File: src/rtl/dbg_probe_capture.sv
// Debug-overlay probe feeder: samples the Z80 bus, captures on a masked address trigger
// and publishes eight probe rows on vsync. Optional halt/step support via DBG_PROBE_BREAK_EN.
module dbg_probe_capture #(
    parameter int ADDR_W = 16,
    parameter int DATA_W = 16,
    parameter int HIT_W  = 8
) (
    input  logic              clk_sys,
    input  logic              reset_n,
    input  logic              bus_valid,
    input  logic [ADDR_W-1:0] z80_addr,
    input  logic [DATA_W-1:0] z80_data,
    input  logic [7:0]        boot_data,
    input  logic [15:0]       bram_data,
    input  logic              vsync,
    input  logic              freeze,
    input  logic              trig_en,
    input  logic              trig_oneshot,
    input  logic              trig_rearm,
    input  logic [ADDR_W-1:0] trig_addr,
    input  logic [ADDR_W-1:0] trig_mask,
    input  logic              step,
    output logic [15:0]       probe0,
    output logic [15:0]       probe1,
    output logic [15:0]       probe2,
    output logic [15:0]       probe3,
    output logic [15:0]       probe4,
    output logic [15:0]       probe5,
    output logic [15:0]       probe6,
    output logic [15:0]       probe7
`ifdef DBG_PROBE_BREAK_EN
    ,
    output logic              halt_req
`endif
);

    typedef enum logic [1:0] {IDLE, ARMED, HELD} trig_state_t;

    trig_state_t state, state_next;

    logic              vsync_q;
    logic [15:0]       live_addr, live_data, cap_addr, cap_data;
    logic [7:0]        boot_q;
    logic [15:0]       bram_q;
    logic [HIT_W-1:0]  hit_cnt;
    logic [15:0]       cyc_cnt, frame_cnt;
    logic              vs_edge, hit, capture, step_act;

    assign vs_edge = vsync & ~vsync_q;
    assign hit     = bus_valid & trig_en & (((z80_addr ^ trig_addr) & trig_mask) == '0);

`ifdef DBG_PROBE_BREAK_EN
    assign step_act = step;
`else
    logic unused_step;
    assign unused_step = step;
    assign step_act    = 1'b0;
`endif

    // A step in the same cycle as a hit suppresses the capture entirely
    assign capture = (state == ARMED) & hit & ~step_act;

    always_ff @(posedge clk_sys or negedge reset_n) begin
        if (!reset_n) state <= IDLE;
        else          state <= state_next;
    end

    always_comb begin
        state_next = state;
        case (state)
            IDLE:    state_next = ARMED;
            ARMED:   if (capture && trig_oneshot) state_next = HELD;
            HELD:    if (trig_rearm) state_next = ARMED;
            default: state_next = IDLE;
        endcase
        if (step_act) state_next = ARMED;
        if (!trig_en) state_next = IDLE;
    end

    always_ff @(posedge clk_sys or negedge reset_n) begin
        if (!reset_n) begin
            vsync_q   <= 1'b0;
            live_addr <= '0;
            live_data <= '0;
            boot_q    <= '0;
            bram_q    <= '0;
            cap_addr  <= '0;
            cap_data  <= '0;
            hit_cnt   <= '0;
            cyc_cnt   <= '0;
            frame_cnt <= '0;
        end else begin
            vsync_q <= vsync;
            boot_q  <= boot_data;
            bram_q  <= bram_data;
            if (bus_valid) begin
                live_addr <= 16'(z80_addr);
                live_data <= 16'(z80_data);
            end
            if (capture) begin
                cap_addr <= 16'(z80_addr);
                cap_data <= 16'(z80_data);
                if (hit_cnt != '1) hit_cnt <= hit_cnt + 1'b1;
            end
            // The edge cycle's own strobe opens the new frame's count
            if (vs_edge) begin
                cyc_cnt   <= bus_valid ? 16'd1 : 16'd0;
                frame_cnt <= frame_cnt + 16'd1;
            end else if (bus_valid && cyc_cnt != 16'hFFFF) begin
                cyc_cnt <= cyc_cnt + 16'd1;
            end
        end
    end

    // Registers still hold pre-edge values here, so the snapshot is never torn
    always_ff @(posedge clk_sys or negedge reset_n) begin
        if (!reset_n) begin
            probe0 <= '0;
            probe1 <= '0;
            probe2 <= '0;
            probe3 <= '0;
            probe4 <= '0;
            probe5 <= '0;
            probe6 <= '0;
            probe7 <= '0;
        end else if (vs_edge && !freeze) begin
            probe0 <= live_addr;
            probe1 <= live_data;
            probe2 <= {boot_q, 8'(hit_cnt)};
            probe3 <= bram_q;
            probe4 <= cap_addr;
            probe5 <= cap_data;
            probe6 <= frame_cnt;
            probe7 <= cyc_cnt;
        end
    end

`ifdef DBG_PROBE_BREAK_EN
    always_ff @(posedge clk_sys or negedge reset_n) begin
        if (!reset_n)       halt_req <= 1'b0;
        else if (!trig_en)  halt_req <= 1'b0;
        else if (step_act)  halt_req <= 1'b0;
        else if (capture)   halt_req <= 1'b1;
    end
`endif

endmodule

File: config.mk
export PLATFORM = sky130hd
export DESIGN_NAME = dbg_probe_capture
export DESIGN_NICKNAME = d
export VERILOG_FILES = /design/src/rtl/dbg_probe_capture.sv
export SDC_FILE = /design/constraint.sdc
export NUM_CORES = 1
export LEC_CHECK = 0
export CORE_MARGIN = 3
export CORE_UTILIZATION = 56
export CTS_BUF_LIST = sky130_fd_sc_hd__clkbuf_8
export DETAILED_ROUTE_END_ITERATION = 10
export GPL_TIMING_DRIVEN = 0
export PLACE_DENSITY_LB_ADDON = 0.15
export SLEW_MARGIN = 40
export SYNTH_ARGS = -nofsm -noshare
export SYNTH_HDL_FRONTEND = slang
export SYNTH_SLANG_ARGS = --single-unit
File: constraint.sdc
create_clock -name clk_sys -period 3.6 [get_ports clk_sys]
set_input_delay 0.72 -clock clk_sys [delete_from_list [all_inputs] [get_ports clk_sys]]
set_output_delay 0.72 -clock clk_sys [all_outputs]
set_load 0.005 [all_outputs]
==> After elaboration in Yosys (flattened, before gate mapping) <==
Cells that the tools add are included.
{ "op_classes": {"add_sub_neg": 3, "eq_ne": 6, "bitwise_logic": 7, "n_reduce_logical": 9, "muxes": 7} }
{ "op_table": {"columns": ["cell", "n"], "rows": [
  ["16-bit by 1-bit adder with 16-bit output (second input constant)", 2],
  ["16-bit 2-to-1 mux", 2],
  ["16-bit bitwise AND", 1],
  ["16-bit zero test", 1],
  ["16-bit != test (second input constant)", 1],
  ["16-bit bitwise XOR", 1],
  ["8-bit by 1-bit adder with 8-bit output (second input constant)", 1],
  ["8-bit != test (second input constant)", 1],
  ["2-bit 2-to-1 mux", 3],
  ["2-bit case mux with 3 select lines", 1],
  ["1-bit bitwise AND", 4],
  ["2-bit AND reduction", 2],
  ["1-bit logical AND", 3],
  ["3-bit by 2-bit != test with 1-bit output (second input constant)", 1],
  ["3-bit != test (second input constant)", 1],
  ["2-bit by 1-bit equality test with 1-bit output (second input constant)", 1],
  ["2-bit equality test (second input constant)", 1],
  ["2-bit zero test", 1],
  ["2-bit nonzero test", 1],
  ["1-bit zero test", 1],
  ["1-bit 2-to-1 mux", 1],
  ["1-bit NOT", 1]
]} }
{ "word_totals": {"output_inout_bits": 128, "reg_bits": 259} }

==> Longest topological paths before layout <==
{ "depth": {"ltp_word": 9, "ltp_mapped": 7} }

==> Least setup slack after synthesis <==
Ideal clock, no wire load.
{ "synth_path": {"path_type": "input -> register", "startpoint": "input port trig_addr[0]", "endpoint": "register hit_cnt[1]", "path_buffers": 0, "slack_ns": 1.312, "t_required_ns": 3.475, "path_stages": 5, "arrival_ns": 2.164, "cell_sequence": "xor2_1 > a222oi_1 > nand3_2 > nor2_1 > mux2_2"} }
{ "synth_via": {"elab_chain_cells": 6} }
{ "synth_lines": {"columns": ["item", "line_no", "source"], "rows": [
  ["from (decl)", "20", "input logic [ADDR_W-1:0] trig_addr,"],
  ["16-bit bitwise XOR", "50", "assign hit = bus_valid & trig_en & (((z80_addr ^ trig_addr) & trig_mask) == '0);"],
  ["16-bit bitwise AND", "50", null],
  ["16-bit zero test", "50", null],
  ["1-bit bitwise AND", "50", null],
  ["1-bit bitwise AND", "61", "assign capture = (state == ARMED) & hit & ~step_act;"],
  ["2-bit AND reduction (no source line)", null, null],
  ["to (signal assigned)", "103", "if (hit_cnt != '1) hit_cnt <= hit_cnt + 1'b1;"],
  ["to (decl)", "45", "logic [HIT_W-1:0] hit_cnt;"]
]} }
No other way between the ends.
A chain may end at the register's enable or synchronous reset.

==> Worst setup path after layout <==
{ "layout_path": {"startpoint": "input port z80_addr[0]", "endpoint": "register cap_addr[1]"} }
{ "layout_via": {"elab_chain_cells": 5} }
{ "layout_lines": {"columns": ["item", "line_no", "source"], "rows": [
  ["from (decl)", "11", "input logic [ADDR_W-1:0] z80_addr,"],
  ["16-bit bitwise XOR", "50", null],
  ["16-bit bitwise AND", "50", null],
  ["16-bit zero test", "50", null],
  ["1-bit bitwise AND", "50", null],
  ["1-bit bitwise AND", "61", null],
  ["to (signal assigned)", "101", "cap_addr <= 16'(z80_addr);"],
  ["to (decl)", "42", "logic [15:0] live_addr, live_data, cap_addr, cap_data;"]
]} }
No other way between the ends.

==> impl_metrics.json <==
{
  "rrSetupSlack_ps": 1300,
  "p_seq_share_pct": 48.5,
  "antenna_cells": 0,
  "place.port_buffers": 223,
  "power_frac_comb_pct": 15.6,
  "die-area_sq_um": 19500,
  "hold_buffers": 0,
  "skew_ps": 27.6,
  "max_slew_margin_pct": 46.1,
  "clock_path_buffers": 3,
  "grt_pass1_vias": 6968,
  "dr.pass1.iters": 4,
  "arrival_ps": 3130,
  "cts_buffers": 42,
  "root_buffer": "clkbuf_8",
  "clk_latency_ps": 540,
  "leakagePower_nw": 6.28,
  "powerDensity_nw_per_um2": 527,
  "viasPerCell": 5.30,
  "cts_num_sinks": 259,
  "hold_violations": 0,
  "syn-cell-area_sq_um": 10000,
  "cts.reportedPaths.clkPinSlew_ps": 60,
  "overflow": 0,
  "drtAntennaViolNets": 0,
  "post_cts_resized": 0,
  "die_w_microns": 140,
  "outcome": "complete, no violations",
  "antenna_found_initial": 0,
  "crit_chain": "clkdlybuf4s50_1 > xor2_1 > a222oi_1 > nand3_2 > buf_6 > mux2_4",
  "swShare_pct": 24.1,
  "r2r_start": "vsync_q$_DFF_PN0_",
  "ir_drop_mv": 0.445,
  "synth_area_leaders": "dfrtp_1, mux2_2, mux2_4",
  "wl_per_cell_microns": 19.2,
  "critPathMaxFanout": 10,
  "synth-seq-cells": 259,
  "timing.hold.ws_ps": 63.5,
  "io_pins": 225,
  "netlist_instances": 646,
  "drt_iter0_drc": 188,
  "grt_use_total_pct": 23.4,
  "wl_mm": 22.5,
  "final_common_cell": "dfrtp_1",
  "rr_worst_depth": 5,
  "area_growth_pct": 34.6,
  "core_area_sq_um": 17400,
  "r2r_end": "probe5[3]$_DFFE_PN0P_",
  "tightest_slew_ps": 808,
  "fin_ws_ps": 866,
  "ys_types": 36,
  "grt_max_degree": 83,
  "crit_required_ps": 4000,
  "gp_congestion": 0.790,
  "rsz0062_at_grt": "no",
  "worstSetupStartpointType": "input pin",
  "initial_core_util_pct": 57.6,
  "htreeDepth": 2,
  "yosys_warnings": 0,
  "avgSynthCellArea_sq_um": 15.5,
  "postCtsSetupBuffers": 0,
  "place_ws_ps": 300,
  "fp.dieH_microns": 140,
  "cp_slowest_cell": "a222oi_1",
  "hpwl_mm": 16.0,
  "drc": 0,
  "path_class": "in -> reg",
  "cap_viol_max_count": 0,
  "cts_tree": "yes",
  "synth_seq_area_share_pct": 64.7,
  "synth_nets": 746,
  "grt_pass1_wl_mm": 36.4,
  "synth_top_area_share_pct": 64.7,
  "power_frac_clock_pct": 35.9,
  "power.switching_mw": 1.72,
  "hold_class": "in -> async",
  "max_freq_mhz": 366,
  "layout_common_cells": "dfrtp_1, clkdlybuf4s50_1, mux2_2",
  "slew_viol_final": 0,
  "crit_path_end_kind": "flip-flop",
  "yosys.area.top_type": "dfrtp_1",
  "via_count": 6212,
  "fin_nets": 1016,
  "critPathMaxStageDelay_ps": 740,
  "crit_buf_inv": 2,
  "std_cell_rows": 48,
  "fin_crit_ps": 2730,
  "fin_crit_sh_pct": 75.9,
  "p_int_mw": 5.40,
  "drive_above_1_share_pct": 28.8,
  "setup_violations": 0,
  "critPathTopFamily": "buffers and inverters"
}
logic make-up after synthesis:
kind of cell    share of synthesized area [%]
fa+ha+maj                               0.374
flops                                    64.7
xor+xnor                                 4.46
simple gates                             4.68
mux                                      22.9
compound gates                           1.47
buf+inv                                  1.46
power groups by stage:
stage                     registers (mW)  logic [mW]  clock network (mW)
final                               3.45        1.11                2.55
after global routing                3.50        1.19                2.76
after CTS                           3.45        1.13                2.61
after detailed placement            3.50        1.12                   0
after global placement              3.48        1.07                   0
after floorplan                     3.47       0.383                   0
synth_stat cells:
master,count
nor2_1,19
xor2_1,33
nor4bb_1,1
inv_1,6
a22oi_1,8
mux2i_1,1
xnor2_1,18
and2_2,1
nand2b_1,1
a222oi_1,1
nand3_1,17
nand2_1,15
clkbuf_1,8
buf_1,4
nor2b_1,1
buf_2,9
nand4_1,12
nor3_1,4
o31a_1,1
mux2_4,30
and3_1,10
nor3b_1,2
ha_1,3
a21oi_1,4
nand4b_1,1
buf_6,3
o21ba_2,1
a21o_1,1
nand3_2,1
a2111oi_0,1
o311a_1,1
o21ai_0,1
mux2_2,163
o31ai_1,1
and4_1,4
dfrtp_1,259
per-layer routing:
metal	vias up	part of all wire [%]	track usage, %
li1	2818	-	-
met1	3180	41	28.7
met2	164	51	40.6
met3	50	4.8	5.60
met4	0	2.9	8.11
met5	-	0	0
per-stage QoR:
stage | util, % | area, sq um | power [mW] | setup TNS [ps] | instances
after global placement | 72.0 | 12500 | 4.54 | -2118430 | 1094
final | 77.5 | 13500 | 7.11 | 0 | 1173
after CTS | 77.5 | 13500 | 7.19 | 0 | 1173
after detailed placement | 72.5 | 12600 | 4.62 | 0 | 1097
after global routing | 77.5 | 13500 | 7.44 | 0 | 1173
after floorplan | - | 10000 | 3.85 | 0 | 646
worst max-delay path by stage:
stage / start / to / slack, ps / cells past startpoint
after floorplan: trig_addr[0] / hit_cnt[1]$_DFFE_PN0P_ / 1310 / 5
after global placement: reset_n / probe6[6]$_DFFE_PN0P_ / -8200 / 1
after detailed placement: z80_addr[0] / hit_cnt[1]$_DFFE_PN0P_ / 300 / 6
after CTS: z80_addr[0] / cap_addr[1]$_DFFE_PN0P_ / 850 / 6
after global routing: z80_addr[0] / cap_addr[1]$_DFFE_PN0P_ / 720 / 6
final: z80_addr[0] / cap_addr[1]$_DFFE_PN0P_ / 870 / 6
flip-flops by register name, summed over array words and instances, names as in the netlist:
signal / cells
probe7: 16
probe6: 16
state: 2
probe4: 16
probe5: 16
probe1: 16
probe0: 16
live_addr: 16
hit_cnt: 8
frame_cnt: 16
live_data: 16
probe3: 16
vsync_q: 1
cap_data: 16
cyc_cnt: 16
bram_q: 16
boot_q: 8
probe2: 16
cap_addr: 16
layout make-up:
class                           instances  area [sq um]
Sequential cell                       259          6480
Inverter                                6          22.5
Fill cell                            1029          3920
Clock inverter                         25           164
Multi-Input combinational cell        357          3400
Clock buffer                           51           702
Buffer                                 24           124
Timing Repair Buffer                  226          2320
Tap cell                              225           282
Power figures use the tool's default switching activity.
